File: config.mk
export PLATFORM = sky130hd
export DESIGN_NAME = wb_ram_arbiter
export DESIGN_NICKNAME = d
export VERILOG_FILES = /design/src/rtl/wb_ram_arbiter.sv
export SDC_FILE = /design/constraint.sdc
export NUM_CORES = 1
export LEC_CHECK = 0
export BUFFER_PORTS_ARGS = -buffer_cell sky130_fd_sc_hd__buf_2
export CORE_AREA = 2 2 127 129
export CTS_BUF_LIST = sky130_fd_sc_hd__clkbuf_16
export CTS_CLUSTER_DIAMETER = 150
export CTS_CLUSTER_SIZE = 8
export DETAILED_ROUTE_END_ITERATION = 10
export DIE_AREA = 0 0 129 131
export GPL_TIMING_DRIVEN = 0
export PLACE_DENSITY = 0.47
export SLEW_MARGIN = 20
export SYNTH_ARGS = -nofsm -noshare
export SYNTH_HDL_FRONTEND = slang
export SYNTH_SLANG_ARGS = --single-unit
File: constraint.sdc
create_clock -name clk -period 4.2 [get_ports clk]
set_input_delay 0 -clock clk [delete_from_list [all_inputs] [get_ports clk]]
set_output_delay 0 -clock clk [all_outputs]
set_load 0.03 [all_outputs]
File: src/rtl/wb_ram_arbiter.sv
// Round-robin arbiter sharing one Wishbone RAM slave between two video DMA masters.
// state    | meaning
// S_IDLE   | no owner, slave side quiet, arbitrating
// S_BUSY   | owner's cycle forwarded to slave, watchdog running
// S_ERR    | one-cycle ERR to owner after slave stall
// S_REL    | one-cycle dead cycle before next arbitration
module wb_ram_arbiter #(
    parameter int TIMEOUT = 16
) (
    input  logic        clk,
    input  logic        RST,
    input  logic        m0_CYC_I,
    input  logic        m0_STB_I,
    input  logic        m0_WE_I,
    input  logic [3:0]  m0_SEL_I,
    input  logic [31:0] m0_ADR_I,
    input  logic [31:0] m0_DAT_I,
    output logic [31:0] m0_DAT_O,
    output logic        m0_ACK_O,
    output logic        m0_ERR_O,
    input  logic        m1_CYC_I,
    input  logic        m1_STB_I,
    input  logic        m1_WE_I,
    input  logic [3:0]  m1_SEL_I,
    input  logic [31:0] m1_ADR_I,
    input  logic [31:0] m1_DAT_I,
    output logic [31:0] m1_DAT_O,
    output logic        m1_ACK_O,
    output logic        m1_ERR_O,
    output logic        s_CYC_O,
    output logic        s_STB_O,
    output logic        s_WE_O,
    output logic [3:0]  s_SEL_O,
    output logic [31:0] s_ADR_O,
    output logic [31:0] s_DAT_O,
    input  logic [31:0] s_DAT_I,
    input  logic        s_ACK_I,
    output logic [1:0]  grant,
    output logic [7:0]  timeout_cnt
);

    localparam int TW = $clog2(TIMEOUT + 1);

    typedef enum logic [1:0] {
        S_IDLE = 2'd0,
        S_BUSY = 2'd1,
        S_ERR  = 2'd2,
        S_REL  = 2'd3
    } state_t;

    state_t        state, state_nx;
    logic          owner, owner_nx;     // 0 = m0, 1 = m1; meaningless in S_IDLE
    logic          last, last_nx;
    logic [TW-1:0] wdog, wdog_nx;
    logic [7:0]    tcnt_nx;

    logic req0, req1, own_cyc, own_stb;

    assign req0    = m0_CYC_I & m0_STB_I;
    assign req1    = m1_CYC_I & m1_STB_I;
    assign own_cyc = owner ? m1_CYC_I : m0_CYC_I;
    assign own_stb = owner ? m1_STB_I : m0_STB_I;

    always_ff @(posedge clk) begin
        if (RST) begin
            state       <= S_IDLE;
            owner       <= 1'b0;
            last        <= 1'b1;
            wdog        <= '0;
            timeout_cnt <= '0;
        end else begin
            state       <= state_nx;
            owner       <= owner_nx;
            last        <= last_nx;
            wdog        <= wdog_nx;
            timeout_cnt <= tcnt_nx;
        end
    end

    always_comb begin
        state_nx = state;
        owner_nx = owner;
        last_nx  = last;
        wdog_nx  = '0;
        tcnt_nx  = timeout_cnt;
        case (state)
            S_IDLE: begin
                if (req0 && req1) begin
                    owner_nx = ~last;
                    state_nx = S_BUSY;
                end else if (req0) begin
                    owner_nx = 1'b0;
                    state_nx = S_BUSY;
                end else if (req1) begin
                    owner_nx = 1'b1;
                    state_nx = S_BUSY;
                end
            end
            S_BUSY: begin
                if (!own_cyc) begin
                    last_nx  = owner;
                    state_nx = S_REL;
                end else if (own_stb && !s_ACK_I) begin
                    if (wdog == TW'(TIMEOUT - 1)) begin
                        state_nx = S_ERR;
                        if (timeout_cnt != 8'hFF)
                            tcnt_nx = timeout_cnt + 8'd1;
                    end else begin
                        wdog_nx = wdog + 1'b1;
                    end
                end
            end
            S_ERR: begin
                last_nx  = owner;
                state_nx = S_REL;
            end
            default: state_nx = S_IDLE;
        endcase
    end

    always_comb begin
        grant    = '0;
        s_CYC_O  = 1'b0;
        s_STB_O  = 1'b0;
        s_WE_O   = 1'b0;
        s_SEL_O  = '0;
        s_ADR_O  = '0;
        s_DAT_O  = '0;
        m0_ACK_O = 1'b0;
        m1_ACK_O = 1'b0;
        m0_ERR_O = 1'b0;
        m1_ERR_O = 1'b0;
        case (state)
            S_BUSY: begin
                grant   = owner ? 2'b10 : 2'b01;
                s_CYC_O = own_cyc;
                s_STB_O = own_stb;
                s_WE_O  = owner ? m1_WE_I  : m0_WE_I;
                s_SEL_O = owner ? m1_SEL_I : m0_SEL_I;
                s_ADR_O = owner ? m1_ADR_I : m0_ADR_I;
                s_DAT_O = owner ? m1_DAT_I : m0_DAT_I;
                if (owner) m1_ACK_O = s_ACK_I;
                else       m0_ACK_O = s_ACK_I;
            end
            S_ERR: begin
                grant = owner ? 2'b10 : 2'b01;
                if (owner) m1_ERR_O = 1'b1;
                else       m0_ERR_O = 1'b1;
            end
            default: ;
        endcase
    end

    assign m0_DAT_O = s_DAT_I;
    assign m1_DAT_O = s_DAT_I;

endmodule

==> results of run 1 <==
[final timing paths]
| check | to | slack [ns] | cells after the start |
|---|---|---|---|
| min | owner | 0.05 | 3 |
| max | s_ADR_O[25] | 2.04 | 7 |
| min reg2reg | wdog[0] | 0.44 | 1 |
| max reg2reg | timeout_cnt[5] | 2.08 | 8 |
[kinds of logic after synthesis]
logic type | share of synthesized area (%)
buf+inv | 24.1
flops | 13.7
fa+ha+maj | 3.53
xor+xnor | 0.705
compound gates | 4.23
simple gates | 22.6
mux | 31.1
[placed cells by master (no fill, tap or decap), types with 2 or more instances in the layout]
cell / instances
nand3_1: 5
mux2i_1: 72
buf_2: 300
or3_1: 2
nor2_1: 81
nand4_1: 2
buf_4: 65
nand2_1: 13
clkbuf_16: 3
ha_1: 7
inv_1: 7
mux2_4: 2
nor2b_1: 4
and2_1: 3
a21oi_1: 4
o21ai_0: 2
mux2_1: 2
clkbuf_1: 10
or4_1: 3
dfxtp_1: 17
and3_1: 4
[final cells by class]
cell class	instances	area [um2]	share of cell area [%]
inverters	7	26.3	0.611
plain buffers	83	572	13.3
clock inverters	1	3.75	0.0873
multi-input cells	223	1550	35.9
repair buffers	293	1470	34.1
clock buffers	3	75.1	1.75
flip-flops and latches	17	340	7.92
well taps	216	270	6.29
[routing by layer]
| metal | routed length (um) | part of all wire, % | track usage, % |
|---|---|---|---|
| met1 | 4480 | 40 | 15.0 |
| met3 | 947 | 8.5 | 2.48 |
| met2 | 5760 | 51 | 20.3 |
| met5 | 0 | 0 | 0 |
| met4 | 0 | 0 | 0.384 |
[power by group through the flow]
stage	Combinational [mW]	Clock [mW]	Sequential, mW
3_3_place_gp	1.33	0	0.191
2_1_floorplan	0.919	0	0.187
4_1_cts	1.33	0.199	0.187
3_5_place_dp	1.33	0	0.190
6_report	1.31	0.190	0.187
5_1_grt	1.40	0.203	0.188
[flip-flops by register name, indices dropped and copies added (netlist names)]
signal and cells:
timeout_cnt 8, wdog 5, state 2, last 1, owner 1
[worst max-delay path: stages, from the launching register on]
cell and delay, ns:
dfxtp_1 0.38, inv_1 0.08, ha_1 0.26, inv_2 0.18
clkbuf_1 0.38, clkbuf_1 0.35, nor2_1 0.09, buf_2 0.19
[synthesized netlist by cell type, drive strengths merged, types with 2 or more instances]
library cell | count | share of area, %
ha | 7 | 3.5
inv | 7 | 1.1
a21oi | 4 | 0.81
and3 | 4 | 1.0
nand4 | 3 | 1.0
or4 | 3 | 0.91
nor2b | 4 | 1.0
nor4b | 2 | 0.96
buf | 73 | 22
nor2 | 81 | 12
mux2 | 4 | 2.1
clkbuf | 10 | 1.5
or3 | 2 | 0.50
o21ai | 3 | 0.60
nand2 | 13 | 2.0
nand3 | 5 | 1.0
a22oi | 2 | 0.81
and2 | 3 | 0.76
mux2i | 72 | 29
dfxtp | 17 | 14
==> results.md, run 1 <==
- Setup TNS Final: 0 ns
- Die H: around 130 um
- Worst EP arrival: roughly 2.2 ns
- Worst IR Drop VDD: between 0.15 and 0.2 mV
- Layout Nets: approximately 810
- Hold Startpoint: m1_CYC_I
- Pwr/cell area: 392 nW/um2
- CTS sink count: 17
- Root buf cell: clkbuf_16
- Initial core utilization: between 15 and 20%
- Design Area, Final: 4300 um2
- Port Buffers: 293
- DRT Wirelength: between 10 and 15 mm
- Worst r2r src: wdog[0]
- Top FF cell, synth: dfxtp_1
- Int Power: slightly above 700 uW
- Pwr Total: between 1.5 and 2 mW
- Layout area overhead: 73.1%
- Skew final: 0.00137 ns
- Seq cells post-synth: 17
- Max Clk Rate: 0.463 GHz
- RSZ-0062 raised after global routing: false
- WS Path Type: flip-flop to primary output
- Ys Warns: 0
- Max Slew Vio Count: 0
- Syn nets: between 500 and 600
- Largest net degree at the start of global routing: 11
- Sequential area share after synthesis: 13.7%
- Number of max-cap violations: 0
- Combinational power share: 77.6%
- Vias per inst: 3.72
- PostCTS Resize Cnt: 0
- Postcts setup bufs: 0
- Fill count: 1781
- CTS HTree Levels: 1
- Sequential Power Share: about 11%
- Hold Crit Class: input port to flip-flop
- Placed cell areas: between 4000 and 5000 um2
- CP startpoint kind: flip-flop
- Drt initial violations: 71
- Hold WS: 0.0462 ns
- Worst setup startpoint: state[1]
- Period utilisation layout: between 50 and 60%
- Worst skew pair latency: about 0.25 ns
- Final HPWL DP: around 10 mm
- Num rows: 46
- Overall Global Routing Usage: around 11%
- Max_slew headroom: a little over 60%
- Post-DRT Antenna Nets: 0
- Vias in the first global route: roughly 2800
- Cts hold-fix bufs: 0
- Async SR Flop Fraction: 0%
- Routed len/inst: approximately 13 um
- DP Worst Slack: roughly 2 ns
- Ant. Diodes: 0
- Residual DRC: 0
- Required @ worst endpoint: 4.20 ns
- Initial antenna violation count: 0
- GRT overflow: 0
- Util after Layout: roughly 28%
- First-pass GRT wire length: 15.1 mm
- CTS tree: yes
- Status: complete, no violations
- Clock share of power: between 10% and 20%
- TritonRoute pass-1 iters: 4
- Slew at the pin closest to its max-slew limit: about 0.57 ns
- Post-Synthesis Cell Area: roughly 2500 um2
- Worst-path fanout max: 10
- Sw Ratio: roughly 57%
- EDFF count, synth: 0
- Core area: approximately 16000 um2
- Leak: approximately 2.4 nW
- Synth Instances: between 300 and 400
- Worst setup margin: 2.04 ns
- Die Span X: between 100 and 150 um
- Reg clk slew, reported paths: roughly 0.05 ns
- Endpoints failing setup: 0
- Sw power: about 960 uW
- Placed Cells incl. Taps: approximately 840
- Critical path endpoint category: primary output
- Post-synth cell types: 39
- Ports: approximately 330
- Via count: roughly 3100
- Fin. Hold Viols: 0
- Gp weighted congestion: approximately 0.80
- Die ar.: about 17000 um2
- Final std cells w/o fill: about 840
- Syn Area/Cell: around 7.5 um2
- Layout cell share with drive strength beyond 1: 60.0%
- CTS buffer count: 3
- Tmin final: between 2 and 2.5 ns
- Max clock buf depth: 2
No activity file was read; power rests on OpenSTA's default activity.
==> run 2, diff against run 1 <==
- CORE_AREA: 2 2 127 129 -> 2 2 125 127
- DIE_AREA: 0 0 129 131 -> 0 0 127 129
- PLACE_DENSITY: 0.47 -> 0.48
- clock period: 4.2 -> 2 ns (I/O delays scaled with it)
==> run 2 against run 1 <==
Effect of this change:
- first-iteration DRC count up 42%
- via count up 0.96%
- sequential power is 110% higher
- largest power group unchanged
==> results.md, run 2 (synthesized netlist as in run 1, its figures left out) <==
- Commonest non-fill, non-tap cell in the layout: buf_2
- Max_slew headroom: 61.1% (-1.1 points)
- Die ar.: 16400 um2 (-3.1%)
- Largest net degree at the start of global routing: 20 (+9)
- Port Buffers: 293 (unchanged)
- Largest registers: timeout_cnt: 8 flops, wdog: 5 flops, state: 2 flops
- Fill count: 1706 (-4.2%)
- Vias per inst: 3.86 (+3.9%)
- Routed len/inst: 13.3 um (+0.62%)
- Overall Global Routing Usage: 11.6% (+0.17 points)
- RSZ-0062 raised after global routing: true
- Required @ worst endpoint: 2.14 ns (-2.06 ns)
- Register area: 343 um2 (+0.74%)
- Critical path endpoint category: flip-flop
- Number of max-cap violations: 0 (unchanged)
- Fin. Hold Viols: 0 (unchanged)
- Worst EP arrival: 2.12 ns (-0.04 ns)
- Worst skew pair latency: 0.25 ns (about the same)
- TritonRoute pass-1 iters: 4 (unchanged)
- CTS buffer count: 3 (unchanged)
- GRT overflow: 0 (unchanged)
- Crit path buf inv count: 1 (-4)
- Most frequent cells in the layout: buf_2 (300), nor2_1 (81), mux2i_1 (72)
- Most used cell, CP: ha_4
- Leak: 2.39 nW (+1.3%)
- Residual DRC: 0 (unchanged)
- Worst path depth: 8 (+1)
- Ports: 326 (unchanged)
- Pwr/cell area: 810 nW/um2 (+110%)
- Max Clk Rate: 0.505 GHz
- Period utilisation layout: between 90% and 100%
- Worst setup margin: 0.0192 ns (-2.02 ns)
- Crit-path cells: ha_4 > and3_4 > ha_4 > nor2b_4 > nand4_4 > buf_6 > nor4b_4 > mux2_4
- Endpoints failing setup: 0 (unchanged)
- Worst-path fanout max: 7 (-3)
- DRT Wirelength: 10.9 mm (-2.2%)
- Multi-input logic area: 1620 um2 (+4.9%)
- CTS tree: yes
- Gp weighted congestion: 0.808 (+0.99%)
- Initial antenna violation count: 3 (+3)
- Worst IR Drop VDD: 0.348 mV (+100%)
- Tmin final: 1.98 ns
- Via count: 3162 (+0.96%)
- CP max stage cell: dfxtp_2
- Max Slew Vio Count: 0 (unchanged)
- Initial core utilization: 16.6% (+0.66 points)
- First-pass GRT wire length: 15.1 mm (+0.23%)
- Slew at the pin closest to its max-slew limit: 0.583 ns (+0.0158 ns)
- Core area: 15000 um2 (-4.0%)
- Layout Nets: 815 (+0.37%)
- WHS Path Cells: 3 (unchanged)
- WS Path Type: flip-flop to flip-flop
- Final HPWL DP: 9.60 mm (-5.4%)
- Post-DRT Antenna Nets: 0 (unchanged)
- Layout cell share with drive strength beyond 1: 62.5% (+2.6 points)
- Status: complete, no violations
- Drt initial violations: 101 (+42%)
- Vias in the first global route: 2826 (+2.4%)
- Reg clk slew, reported paths: 0.05 ns (about the same)
- Root buf cell: clkbuf_16
- Die H: 129 um (-1.5%)
- Pwr Total: 3.55 mW (+110%)
- Hold Crit Class: input port to flip-flop
- Worst Reg2Reg Path Length in Cells: 8 (unchanged)
- DP Worst Slack: -0.155 ns (-2.21 ns)
- Num rows: 45 (-2.2%)
- Largest Register: timeout_cnt
- Worst path max stage delay: 0.35 ns (-0.03 ns)
- Skew final: 0.00188 ns (+0.000508 ns)
- Max FFs per register: 8 (unchanged)
- Cts hold-fix bufs: 0 (unchanged)
- Max clock buf depth: 2 (unchanged)
- CTS HTree Levels: 1 (unchanged)
- CTS sink count: 17 (unchanged)
- Layout area overhead: 76.4%
- Die Span X: 127 um (-1.6%)
- Delay-heaviest family, CP: simple AND/OR/NAND/NOR gates
- CP startpoint kind: flip-flop
==> run 2: cell type report <==
type / count / area share, %
Tap cell: 188 / 5.37
Sequential cell: 17 / 7.83
Antenna cell: 1 / 0.0571
Inverter: 7 / 0.600
Clock buffer: 3 / 1.71
Multi-Input combinational cell: 223 / 37.0
Clock inverter: 1 / 0.0857
Buffer: 82 / 13.2
Timing Repair Buffer: 297 / 34.2
==> run 2: power breakdown <==
| part | switching [mW] | internal [mW] |
|---|---|---|
| Clock | 0.139 | 0.266 |
| Sequential | 0.0246 | 0.369 |
| Combinational | 1.85 | 0.902 |
| Total | 2.01 | 1.54 |
==> run 2: per-stage QoR <==
step | std cells | setup TNS [ns] | hold WS [ns] | cell area, um2 | utilization [%]
2_1_floorplan | 330 | 0 | 0.132 | 2480 | -
4_1_cts | 815 | 0 | 0.0428 | 4310 | 28.8
6_report | 819 | 0 | 0.0463 | 4380 | 29.2
3_3_place_gp | 811 | -0.610 | 0.250 | 4190 | 27.9
3_5_place_dp | 811 | -0.337 | 0.251 | 4190 | 27.9
5_1_grt | 818 | -0.0543 | 0.0822 | 4380 | 29.2
==> run 2: final timing paths <==
check	end	from	slack, ns
max reg2reg	timeout_cnt[3]	wdog[1]	0.02
min reg2reg	timeout_cnt[1]	timeout_cnt[1]	0.50
max	timeout_cnt[3]	wdog[1]	0.02
min	timeout_cnt[2]	RST	0.05
==> run 2: timing repair <==
| item | 4_1_cts | 5_1_grt |
|---|---|---|
| resized for setup | 8 | 19 |
| setup buffers | 1 | 3 |
| endpoints found under the setup margin | 16 | 58 |
| hold endpoints to repair | 0 | 0 |
| pin swaps | 1 | 5 |
==> run 2: routing by layer <==
| metal | vias up | share of wire (%) | global-route usage (%) | wire length (um) |
|---|---|---|---|---|
| met5 | - | 0.12 | 0 | 13 |
| met4 | 2 | 0.25 | 0.646 | 27 |
| met3 | 6 | 8.1 | 3.74 | 890 |
| met2 | 137 | 52 | 21.5 | 5710 |
| met1 | 1376 | 39 | 13.7 | 4290 |
| li1 | 1641 | - | - | - |
==> run 2: worst min-delay path, stage by stage <==
cell     delay (ns)
buf_2          0.10
or4_1          0.11
nand2_1        0.04
==> run 3, diff against run 2 <==
- CTS_BUF_LIST: sky130_fd_sc_hd__clkbuf_16 -> not set
==> run 3 against run 2 <==
Effect of this change:
- core utilization barely moved
- register-to-register slack barely moved
- sequential share of layout area barely moved
- flip-flop and latch count did not move
- clock power barely moved
- first-iteration DRC count fell by 4.0%
- die area did not move
- total power barely moved
- clock skew fell by 0.00058 ns
- largest cell class unchanged
==> results.md, run 3 (synthesized netlist as in run 1, its figures left out) <==
- Status: complete, no violations
- Die H: 129 um (unchanged)
- Leak: 2.39 nW (-0.29%)
- Gp weighted congestion: 0.808 (unchanged)
- RSZ-0062 raised after global routing: true
- CTS tree: yes
- Register area: 343 um2 (unchanged)
- Ports: 326 (unchanged)
- Skew final: 0.00130 ns (-0.000581 ns)
- Vias per inst: 3.87 (+0.28%)
- GRT overflow: 0 (unchanged)
- Worst setup startpoint: wdog[1]
- TritonRoute pass-1 iters: 4 (unchanged)
- Overall Global Routing Usage: 11.6% (unchanged)
- Worst skew pair latency: 0.25 ns (about the same)
- Pwr Total: 3.55 mW (about the same)
- Number of max-cap violations: 0 (unchanged)
- Routed len/inst: 13.4 um (+0.15%)
- Required @ worst endpoint: 2.14 ns (about the same)
- Pwr/cell area: 810 nW/um2 (about the same)
- Fill count: 1707 (+0.059%)
- Layout area overhead: 76.3% (about the same)
- Root buf cell: clkbuf_16
- Initial antenna violation count: 3 (unchanged)
- Via count: 3171 (+0.28%)
- Period utilisation layout: 99.0% (about the same)
- Most frequent cells in the layout: buf_2 (300), nor2_1 (81), mux2i_1 (72)
- Vias in the first global route: 2826 (unchanged)
- Crit path buf inv count: 1 (unchanged)
- Tmin final: 1.98 ns (-0.00122 ns)
- CP startpoint kind: flip-flop
- CTS HTree Levels: 1 (unchanged)
- Max FFs per register: 8 (unchanged)
- Worst IR Drop VDD: 0.348 mV (about the same)
- Placed cell areas: 4190 um2 (unchanged)
- Largest Register: timeout_cnt
- Hold Crit Class: input port to flip-flop
- Cts hold-fix bufs: 0 (unchanged)
- Worst-path fanout max: 7 (unchanged)
- Max Clk Rate: 0.505 GHz (about the same)
- Core area: 15000 um2 (unchanged)
- Design Area, Final: 4380 um2 (about the same)
- Port Buffers: 293 (unchanged)
- Num rows: 45 (unchanged)
- Hold Startpoint: RST
- Slew at the pin closest to its max-slew limit: 0.583 ns (-0.000000298 ns)
- CTS buffer count: 3 (unchanged)
- Most used cell, CP: ha_4
- Residual DRC: 0 (unchanged)
- Largest registers: timeout_cnt: 8 flops, wdog: 5 flops, state: 2 flops
- Crit-path cells: ha_4 > and3_4 > ha_4 > nor2b_4 > nand4_4 > buf_6 > nor4b_4 > mux2_4
- Max clock buf depth: 2 (unchanged)
- Worst path max stage delay: 0.35 ns (about the same)
- Post-DRT Antenna Nets: 0 (unchanged)
- Endpoints failing setup: 0 (unchanged)
- Critical path endpoint category: flip-flop
- Fin. Hold Viols: 0 (unchanged)
- Reg clk slew, reported paths: 0.05 ns (about the same)
- First-pass GRT wire length: 15.1 mm (unchanged)
- Max Slew Vio Count: 0 (unchanged)
- CTS sink count: 17 (unchanged)
- Worst r2r src: wdog[1]
- Final HPWL DP: 9.60 mm (unchanged)
- Initial core utilization: 16.6% (unchanged)
- Largest net degree at the start of global routing: 20 (unchanged)
- DRT Wirelength: 10.9 mm (+0.15%)
- Drt initial violations: 97 (-4.0%)
- CP max stage cell: dfxtp_2
- Layout cell share with drive strength beyond 1: 62.4% (-0.16 points)
- WS Path Type: flip-flop to flip-flop
- Layout Nets: 815 (unchanged)
- Commonest non-fill, non-tap cell in the layout: buf_2
- Die Span X: 127 um (unchanged)
- Worst EP arrival: 2.12 ns (about the same)
- Delay-heaviest family, CP: simple AND/OR/NAND/NOR gates
- Multi-input logic area: 1620 um2 (unchanged)
- Max_slew headroom: 61.1% (about the same)
- Die ar.: 16400 um2 (unchanged)
[run 3: area by class of cell]
cell class                      instances  share of cell area, %
Clock buffer                            4                   1.80
Tap cell                              188                   5.37
Inverter                                7                  0.600
Buffer                                 82                   13.2
Timing Repair Buffer                  297                   34.2
Antenna cell                            1                 0.0571
Sequential cell                        17                   7.83
Multi-Input combinational cell        223                   37.0
[run 3: repair_timing]
| action | CTS | global route |
|---|---|---|
| buffers inserted | 1 | 3 |
| pin swaps | 1 | 5 |
| endpoints found under the setup margin | 16 | 58 |
| resized for setup | 8 | 18 |
[run 3: final timing paths]
kind,end,slack (ns),cells after the start
worst max-delay path,timeout_cnt[3],0.02,8
worst min-delay path,timeout_cnt[2],0.05,3
worst max register to register,timeout_cnt[3],0.02,8
worst min register to register,timeout_cnt[1],0.50,2
[run 3: worst register-to-register path: cells and delay by family (launching register included)]
family                   cells  cell delay [ns]
flip-flops                   1             0.35
multiplexers                 1             0.32
AND/OR/NAND/NOR              4             0.75
buffers and inverters        1             0.18
adder cells (fa/ha/maj)      2             0.27
[run 3: through the flow]
step                setup slack, ns  hold WS (ns)  instances  util [%]  setup TNS [ns]
finish                       0.0204        0.0470        819      29.2               0
global route                -0.0506        0.0822        818      29.2         -0.0541
CTS                         0.00427        0.0428        815      28.8               0
detailed placement           -0.155         0.251        811      27.9          -0.337
global placement             -0.165         0.250        811      27.9          -0.610
floorplan                    0.0800         0.132        330         -               0
[run 3: report_power, final]
group          internal, mW  switching, mW  total [mW]
sequential            0.369         0.0247       0.394
clock                 0.271          0.137       0.408
combinational         0.900           1.85        2.75
[run 3: per-layer routing]
| metal | vias up | global-route usage [%] | part of all wire, % |
|---|---|---|---|
| met1 | 1373 | 13.7 | 39 |
| met2 | 147 | 21.5 | 52 |
| met4 | 2 | 0.646 | 0.30 |
| met5 | - | 0 | 0.12 |
| met3 | 8 | 3.74 | 8.2 |
| li1 | 1641 | - | - |
